==> src/rtl/brick_pkg.sv <==
// brick_pkg: shared state encoding, default geometry and brick X helper for the brick wall
package brick_pkg;
  typedef enum logic [2:0] {IDLE, SCAN, RESOLVE, DESCEND, OVER} state_t;
  localparam int NUM_BRICKS_D     = 8;
  localparam int COORD_W_D        = 10;
  localparam int X0_D             = 20;
  localparam int PITCH_D          = 60;
  localparam int BRICK_W_D        = 57;
  localparam int BRICK_H_D        = 19;
  localparam int BALL_SZ_D        = 20;
  localparam int INIT_Y_D         = 40;
  localparam int FLOOR_Y_D        = 458;
  localparam int DESCEND_FRAMES_D = 30;
  localparam int SPEED_D          = 1;
  function automatic int brick_x_pos(input int idx, input int x0, input int pitch);
    return x0 + idx * pitch;
  endfunction
endpackage

==> src/rtl/brick_hit_check.sv <==
// brick_hit_check: combinational ball-box versus brick-box overlap test, one extra bit so sums never wrap
module brick_hit_check #(
  parameter int COORD_W = 10,
  parameter int BRICK_W = 57,
  parameter int BRICK_H = 19,
  parameter int BALL_SZ = 20
) (
  input  logic [COORD_W-1:0] ball_x,
  input  logic [COORD_W-1:0] ball_y,
  input  logic [COORD_W:0]   brick_x,
  input  logic [COORD_W-1:0] wall_y,
  output logic               match
);
  localparam int W = COORD_W + 1;
  logic [W-1:0] bx, by, wy;
  assign bx = {1'b0, ball_x};
  assign by = {1'b0, ball_y};
  assign wy = {1'b0, wall_y};
  assign match = (bx <= brick_x + W'(BRICK_W)) && (bx + W'(BALL_SZ) >= brick_x) &&
                 (by <= wy + W'(BRICK_H)) && (by + W'(BALL_SZ) >= wy);
endmodule

==> src/rtl/brick_wall_ctrl.sv <==
// brick_wall_ctrl: per-frame brick scan scheduler; define MULTI_HIT_EN to clear every matching brick per frame
module brick_wall_ctrl import brick_pkg::*; #(
  parameter int NUM_BRICKS     = NUM_BRICKS_D,
  parameter int COORD_W        = COORD_W_D,
  parameter int X0             = X0_D,
  parameter int PITCH          = PITCH_D,
  parameter int BRICK_W        = BRICK_W_D,
  parameter int BRICK_H        = BRICK_H_D,
  parameter int BALL_SZ        = BALL_SZ_D,
  parameter int INIT_Y         = INIT_Y_D,
  parameter int FLOOR_Y        = FLOOR_Y_D,
  parameter int DESCEND_FRAMES = DESCEND_FRAMES_D,
  parameter int SPEED          = SPEED_D
) (
  input  logic                          clk,
  input  logic                          rst,
  input  logic                          start,
  input  logic                          frame_tick,
  input  logic [COORD_W-1:0]            ball_x,
  input  logic [COORD_W-1:0]            ball_y,
  output logic [NUM_BRICKS-1:0]         brick_exist,
  output logic [COORD_W-1:0]            wall_y,
  output logic                          hit,
  output logic [$clog2(NUM_BRICKS)-1:0] hit_idx,
  output logic [7:0]                    score,
  output logic                          busy,
  output logic                          game_over,
  output logic                          all_clear
);
  localparam int IDX_W = $clog2(NUM_BRICKS);
  localparam int FC_W  = $clog2(DESCEND_FRAMES + 1);
  localparam int CW1   = COORD_W + 1;
  localparam int CNT_W = $clog2(NUM_BRICKS + 1);
  state_t state, state_nxt;
  logic [IDX_W-1:0] idx, hi_idx;
  logic [COORD_W-1:0] bx, by;
  logic [NUM_BRICKS-1:0] mmask;
  logic [FC_W-1:0] fcnt;
  logic [CNT_W-1:0] mcnt;
  logic [CW1-1:0] wy_step;
  logic [8:0] score_sum;
  logic match, rec, last, descend_now;
  brick_hit_check #(.COORD_W(COORD_W), .BRICK_W(BRICK_W), .BRICK_H(BRICK_H), .BALL_SZ(BALL_SZ)) u_hit (
    .ball_x (bx),
    .ball_y (by),
    .brick_x(CW1'(brick_x_pos(int'(idx), X0, PITCH))),
    .wall_y (wall_y),
    .match  (match)
  );
  assign last = idx == IDX_W'(NUM_BRICKS - 1);
`ifdef MULTI_HIT_EN
  assign rec = match && brick_exist[idx];
`else
  assign rec = match && brick_exist[idx] && mmask == '0;
`endif
  assign descend_now = fcnt == FC_W'(DESCEND_FRAMES);
  assign wy_step = {1'b0, wall_y} + (descend_now ? CW1'(SPEED) : CW1'(0));
  assign score_sum = {1'b0, score} + 9'(mcnt);
  assign busy = state != IDLE && state != OVER;
  // count recorded matches and find the highest one for the resolve step
  always_comb begin
    mcnt = '0;
    hi_idx = '0;
    for (int i = 0; i < NUM_BRICKS; i++) begin
      if (mmask[i]) begin
        mcnt = mcnt + CNT_W'(1);
        hi_idx = IDX_W'(i);
      end
    end
  end
  // state register
  always_ff @(posedge clk or negedge rst) begin
    if (!rst) state <= IDLE;
    else state <= state_nxt;
  end
  // next-state: one frame walks SCAN -> RESOLVE -> DESCEND, then IDLE or OVER
  always_comb begin
    state_nxt = state;
    if (start) state_nxt = IDLE;
    else begin
      case (state)
        IDLE:    state_nxt = frame_tick ? SCAN : IDLE;
        SCAN:    state_nxt = last ? RESOLVE : SCAN;
        RESOLVE: state_nxt = DESCEND;
        DESCEND: state_nxt = (brick_exist == '0 || wy_step >= CW1'(FLOOR_Y)) ? OVER : IDLE;
        default: state_nxt = state;
      endcase
    end
  end
  // datapath: ball latch, scan match mask, brick clearing, score, wall descent and end flags
  always_ff @(posedge clk or negedge rst) begin
    if (!rst) begin
      brick_exist <= '1;
      wall_y <= COORD_W'(INIT_Y);
      hit <= 1'b0;
      hit_idx <= '0;
      score <= '0;
      game_over <= 1'b0;
      all_clear <= 1'b0;
      fcnt <= '0;
      idx <= '0;
      mmask <= '0;
      bx <= '0;
      by <= '0;
    end else if (start) begin
      brick_exist <= '1;
      wall_y <= COORD_W'(INIT_Y);
      hit <= 1'b0;
      hit_idx <= '0;
      score <= '0;
      game_over <= 1'b0;
      all_clear <= 1'b0;
      fcnt <= '0;
      idx <= '0;
      mmask <= '0;
    end else begin
      hit <= 1'b0;
      case (state)
        IDLE: begin
          if (frame_tick) begin
            bx <= ball_x;
            by <= ball_y;
            idx <= '0;
            mmask <= '0;
          end
        end
        SCAN: begin
          if (rec) mmask[idx] <= 1'b1;
          idx <= idx + IDX_W'(1);
        end
        RESOLVE: begin
          if (|mmask) begin
            brick_exist <= brick_exist & ~mmask;
            hit <= 1'b1;
            hit_idx <= hi_idx;
            score <= score_sum > 9'd255 ? 8'd255 : score_sum[7:0];
          end
          fcnt <= fcnt + FC_W'(1);
        end
        DESCEND: begin
          if (descend_now) begin
            wall_y <= wy_step[COORD_W-1:0];
            fcnt <= '0;
          end
          if (brick_exist == '0) all_clear <= 1'b1;
          else if (wy_step >= CW1'(FLOOR_Y)) game_over <= 1'b1;
        end
        default: ;
      endcase
    end
  end
endmodule

==> config.mk <==
export PLATFORM = sky130hd
export DESIGN_NAME = brick_wall_ctrl
export DESIGN_NICKNAME = d
export VERILOG_FILES = /design/src/rtl/brick_pkg.sv /design/src/rtl/brick_hit_check.sv /design/src/rtl/brick_wall_ctrl.sv
export SDC_FILE = /design/constraint.sdc
export NUM_CORES = 1
export LEC_CHECK = 0
export CELL_PAD_IN_SITES_DETAIL_PLACEMENT = 2
export CELL_PAD_IN_SITES_GLOBAL_PLACEMENT = 2
export CORE_UTILIZATION = 30
export CTS_BUF_LIST = sky130_fd_sc_hd__clkbuf_4 sky130_fd_sc_hd__clkbuf_8
export DETAILED_ROUTE_END_ITERATION = 6
export GPL_TIMING_DRIVEN = 0
export PLACE_DENSITY = 0.73
export SLEW_MARGIN = 20
export SYNTH_ARGS = -nofsm -noshare
export SYNTH_HDL_FRONTEND = slang
export SYNTH_HIERARCHICAL = 1
export SYNTH_SLANG_ARGS = --single-unit
==> constraint.sdc <==
create_clock -name clk -period 12.73 [get_ports clk]
set_clock_uncertainty 0.1 [all_clocks]
set_input_delay 2.546 -clock clk [delete_from_list [all_inputs] [get_ports clk]]
set_output_delay 2.546 -clock clk [all_outputs]
set_load 0.03 [all_outputs]
==> results of run 1 <==
[synthesized netlist by cell type (12+ instances only)]
library cell	instances
a21o_1	16
dfrtp_1	61
nand4_1	13
nor2_1	44
nand3_1	20
nand2_1	58
nor3_1	12
inv_1	46
ha_1	72
xnor2_1	39
o21ai_0	30
mux2_2	23
clkbuf_1	16
a21oi_1	48
xor2_1	19
[tightest hold or removal path: stages (launching register included)]
cell and delay, ns:
dfrtp_1 0.37, nand2_1 0.05, nand2_1 0.05
[placed cells by master (no fill, tap or decap), types with 3 or more instances in the layout]
| cell | n |
|---|---|
| a211oi_1 | 6 |
| a21o_1 | 16 |
| a21oi_1 | 48 |
| a31oi_1 | 5 |
| and2_1 | 4 |
| clkbuf_1 | 16 |
| clkbuf_8 | 10 |
| clkdlybuf4s50_1 | 55 |
| conb_1 | 8 |
| dfrtp_1 | 61 |
| dfstp_2 | 10 |
| fa_1 | 4 |
| ha_1 | 72 |
| inv_1 | 46 |
| mux2_2 | 23 |
| mux2i_1 | 6 |
| nand2_1 | 58 |
| nand2b_1 | 7 |
| nand3_1 | 20 |
| nand3b_1 | 6 |
| nand4_1 | 13 |
| nor2_1 | 44 |
| nor2b_1 | 3 |
| nor3_1 | 12 |
| nor3b_1 | 3 |
| nor4_1 | 3 |
| o211ai_1 | 3 |
| o21a_1 | 5 |
| o21ai_0 | 30 |
| o21ai_1 | 3 |
| o22ai_1 | 3 |
| or2_2 | 4 |
| xnor2_1 | 39 |
| xor2_1 | 19 |
[logic make-up (layout without fill, tap and decap cells)]
kind of cell / Yosys count / after routing / synth area share (%)
AO/OA/AOI/OAI: 139 / 139 / 14.9
XOR/XNOR: 61 / 61 / 10.0
adder cells (fa/ha/maj): 77 / 77 / 16.9
buffers and inverters: 69 / 142 / 4.71
flip-flops: 71 / 71 / 30.5
multiplexers: 31 / 31 / 6.20
other: 1 / 8 / 0.0638
AND/OR/NAND/NOR: 196 / 196 / 16.8
[final timing paths]
path | start | endpoint | slack (ns) | depth (start not counted)
min | hit_idx[0] | hit_idx[0] | 0.40 | 2
max reg2reg | mmask[1] | score[1] | 7.03 | 23
min in group asynchronous | rst | hit_idx[0] | 1.95 | 1
max in group asynchronous | rst | brick_exist[4] | 9.95 | 2
max | mmask[1] | score[1] | 7.03 | 23
min reg2reg | hit_idx[0] | hit_idx[0] | 0.40 | 2
[routing by layer]
| layer | part of all wire, % | vias to the layer above | track usage [%] | routed length (um) |
|---|---|---|---|---|
| li1 | - | 2412 | - | - |
| met1 | 45 | 2546 | 22.6 | 7910 |
| met2 | 51 | 68 | 34.7 | 8910 |
| met3 | 2.8 | 9 | 3.43 | 486 |
| met4 | 0.74 | 0 | 3.40 | 129 |
| met5 | 0 | - | 0 | 0 |
[sequential cells by signal (all words and copies together) (netlist names)]
| name | flops |
|---|---|
| bx | 10 |
| by | 10 |
| wall_y | 10 |
| brick_exist | 8 |
| mmask | 8 |
| score | 8 |
| fcnt | 5 |
| hit_idx | 3 |
| idx | 3 |
| state | 3 |
| all_clear | 1 |
| game_over | 1 |
| hit | 1 |
[cell type report]
cell class / count / area, um^2
well taps: 260 / 325
multi-input cells: 512 / 3830
repair buffers: 57 / 586
flip-flops and latches: 71 / 1790
plain buffers: 21 / 93.8
inverters: 48 / 183
clock buffers: 10 / 138
fillers: 2156 / 12000
clock inverters: 6 / 52.6
[metrics by stage]
stage	power, mW	instances	utilization (%)	setup WS (ns)	cell area (um^2)
after detailed placement	0.487	969	35.9	7.02	6810
final	0.666	985	36.9	7.03	7000
after global placement	0.468	968	35.8	6.38	6790
after floorplan	0.415	652	-	7.83	5900
after global routing	0.712	985	36.9	6.59	7000
after CTS	0.679	985	36.9	7.00	7000
[power breakdown]
| part | switching (mW) | internal [mW] |
|---|---|---|
| Sequential | 0.0242 | 0.240 |
| Combinational | 0.117 | 0.100 |
| Clock | 0.106 | 0.0792 |
==> impl_metrics.toml, run 1 <==
[synth]
synth.top_cell.area_share_pct = 26.0
synth.distinct_cells = 69
synth_edf_count = 0
yosys.area.top_type = "dfrtp_1"
ys_warn_count = 6
synthArstFlopShare_pct = 100
synth_area_leaders = "dfrtp_1 26%, ha_1 15%, xnor2_1 5.8%"
syn_area_per_cell_um2 = 9.11
synth_seq_area_share_pct = 30.5
synthCells = 645
synth_flop_cell = "dfrtp_1"
synth_area_mm2 = 0.00587
synth-seq-cells = 71

[clocking]
clk_latency_ns = 0.38
clk_pin_slew_ns = 0.10
cts_root_buf = "clkbuf_8"
cts_buffers = 9
ctsHoldBuffers = 0
cts_tree = "built"
h-tree-depth = 3
cts_resized = 0
cts.path.max_buffers = 2
cts.sinks = 71
postCtsSetupBuffers = 0

[drt]
wl_per_cell_um = 17.7
vias = 5035
wl_mm = 17.4
drc = 0
avgViaCountPerCell = 5.11
dr.first_iter.drc_count = 135
antenna_left = 0
dr.pass1.iters = 4

[sta]
rsz0062_at_grt = "false"
slew_violations = 0
clock.fmax_mhz = 175
period_minus_slack_ns = 5.70
slew-limit-headroom_pct = 39.7
worst_pin_slew_ns = 0.892
whs_ns = 0.396
setup_tns_ns = 0
timing_hold_violations_final = 0
finalSetupViolCount = 0
fin_crit_sh_pct = 44.8

[cells_and_area]
nets = 820
drive_gt1_share_pct = 10.2
areaGrowthSynthToFinish_pct = 19.2
n_antenna_cell = 0

[placed_design]
hpwl_mm = 13.8
port_buffers = 56
place.gp.congestion = 0.803

[floorplanning]
die_w_um = 142
core_mm2 = 0.0190
die_h_um = 142
pin_count = 57
rows = 50
initial_core_util_pct = 31.0
dieArea_mm2 = 0.0201

[global_route]
grt_pass1_wl_mm = 29.7
grt_max_degree = 51
grt_pass1_vias = 5867
grt_use_total_pct = 18.7
antenna_found_initial = 0
overflow = 0

[run]
maxCapViolations = 0

[pwr]
p_per_area_mw_per_mm2 = 95.1
peakVddDrop_v = 0.0000421
leakagePower_nw = 2.89

[worst_setup_path]
crit_path_frequent_cell = "ha_1"
critical_path_class = "reg2reg"
end_kind = "flip-flop"
start_kind = "flip-flop"
critPathArrivalTime_ns = 5.88
path_cells = "inv_1, ha_1, clkbuf_1, xor2_1, ha_1, nand3_1, mux2i_1, a211oi_1, inv_1, ha_1, xnor2_1, o22ai_1, or2_1, ha_1, mux2_2, fa_1, and2_1, a221o_1, and3_1, nand2_1, nor2_1, o21ai_0, nand2_1"
worst_path_largest_cell_delay_ns = 0.46
cp_top_family = "adder cells"
cp.required_ns = 12.90
crit_slowest_cell = "dfrtp_1"
worstPathMaxFanout = 7
critPathBufInv = 3

[outcome]
status = "finished, final reports clean"

[min_path]
hold_path_class = "reg2reg"
Power figures use the tool's default switching activity.
==> run 2: changes to the inputs <==
==> constraint.sdc (replaced) <==
create_clock -name clk -period 5.95 [get_ports clk]
set_clock_uncertainty 0.1 [all_clocks]
set_input_delay 1.19 -clock clk [delete_from_list [all_inputs] [get_ports clk]]
set_output_delay 1.19 -clock clk [all_outputs]
set_load 0.03 [all_outputs]
==> impl_metrics.toml, run 2 (synthesis gave the netlist of run 1 again) <==
[outcome]
status = "finished, final reports clean"

[global_route]
antenna_found_initial = 0
overflow = 0
grt_use_total_pct = 18.7
grt_max_degree = 51
grt_pass1_vias = 5867
grt_pass1_wl_mm = 29.7

[sta]
period_minus_slack_ns = 5.59
whs_ns = 0.396
finalSetupViolCount = 0
timing_hold_violations_final = 0
clock.fmax_mhz = 179
worst_pin_slew_ns = 0.894
slew-limit-headroom_pct = 39.5
fin_crit_sh_pct = 93.9
slew_violations = 0

[floorplanning]
die_w_um = 142
core_mm2 = 0.0190
initial_core_util_pct = 31.0
rows = 50
pin_count = 57
dieArea_mm2 = 0.0201
die_h_um = 142

[cells_and_area]
utilization_pct = 37.0
n_antenna_cell = 0
areaGrowthSynthToFinish_pct = 19.3
n_fill_cell = 2154
layout_common_cells = "72 x ha_1, 61 x dfrtp_1, 58 x nand2_1"
reg_top3 = "bx x10, by x10, wall_y x10"
drive_gt1_share_pct = 10.3
nets = 820
layout_commonest_cell = "ha_1"

[placed_design]
hpwl_mm = 13.8
port_buffers = 56
place.gp.congestion = 0.803

[run]
maxCapViolations = 0

[min_path]
hold_path_class = "reg2reg"
hp-start = "hit_idx[0]"

[clocking]
cts_buffers = 9
cts.path.max_buffers = 2
ctsHoldBuffers = 0
cts_resized = 0
cts_root_buf = "clkbuf_8"
cts_tree = "built"
clk_latency_ns = 0.38
h-tree-depth = 3
cts.sinks = 71
postCtsSetupBuffers = 0
clk_pin_slew_ns = 0.10

[worst_setup_path]
path_cells = "inv_1, ha_1, clkbuf_1, xor2_1, ha_1, nand3_1, mux2i_1, a211oi_2, inv_1, ha_1, xnor2_1, o22ai_1, or2_1, ha_1, mux2_2, fa_1, and2_1, a221o_1, and3_1, nand2_1, nor2_1, o21ai_0, nand2_1"
crit_slowest_cell = "dfrtp_1"
crit_start = "mmask[1]"
end_kind = "flip-flop"
start_kind = "flip-flop"
critPathArrivalTime_ns = 5.76
worst_path_largest_cell_delay_ns = 0.46
cp.required_ns = 6.12
rrSetupSlack_ns = 0.36
critical_path_class = "reg2reg"
crit_path_frequent_cell = "ha_1"
r2r-start = "mmask[1]"
worstPathMaxFanout = 7

[drt]
vias = 5036
dr.pass1.iters = 4
wl_mm = 17.5
drc = 0
avgViaCountPerCell = 5.11
antenna_left = 0
wl_per_cell_um = 17.8
dr.first_iter.drc_count = 141

[pwr]
leakagePower_nw = 2.89
p_per_area_mw_per_mm2 = 203
peakVddDrop_v = 0.0000901
run 2: cell count changes in the layout (fill, tap and decap cells not counted):
cell	before	now
a211oi_1	6	5
a211oi_2	0	1
run 2: routing by layer:
layer | routed length (um) | share of wire [%] | global-route usage [%] | vias to the layer above
li1 | - | - | - | 2413
met1 | 7930 | 45 | 22.6 | 2548
met2 | 8960 | 51 | 34.7 | 66
met3 | 469 | 2.7 | 3.43 | 9
met4 | 129 | 0.74 | 3.40 | 0
met5 | 0 | 0 | 0 | -
run 2: critical path, delay by kind of cell, from the launching register on:
family,cells,cell delay (ns)
xor+xnor,2,0.44
compound gates,4,0.97
simple gates,7,1.06
flops,1,0.46
mux,2,0.38
fa+ha+maj,5,1.59
buf+inv,3,0.49
run 2: worst paths after layout:
kind,to,cells after the start
max,score[1],23
min,hit_idx[0],2
max reg2reg,score[1],23
min reg2reg,hit_idx[0],2
max in group asynchronous,brick_exist[4],2
min in group asynchronous,hit_idx[0],1
run 2: power by group:
| group | internal, mW | switching, mW |
|---|---|---|
| clock | 0.169 | 0.226 |
| sequential | 0.513 | 0.0518 |
| combinational | 0.214 | 0.251 |
run 2: area by class of cell:
type | instances | area (um^2) | share of cell area [%]
Multi-Input combinational cell | 512 | 3840 | 54.8
Sequential cell | 71 | 1790 | 25.5
Timing Repair Buffer | 57 | 586 | 8.36
Tap cell | 260 | 325 | 4.64
Inverter | 48 | 183 | 2.61
Clock buffer | 10 | 138 | 1.96
Buffer | 21 | 93.8 | 1.34
Clock inverter | 6 | 52.6 | 0.750
run 2: metrics by stage:
stage	setup slack (ns)	cell area (um^2)	setup TNS (ns)	total power, mW	cells
2_1_floorplan	1.05	5900	0	0.888	652
3_3_place_gp	0.443	6790	0	1.00	968
3_5_place_dp	0.244	6810	0	1.04	969
4_1_cts	0.215	7000	0	1.45	985
5_1_grt	-0.000985	7010	-0.000985	1.52	985
6_report	0.361	7010	0	1.43	985
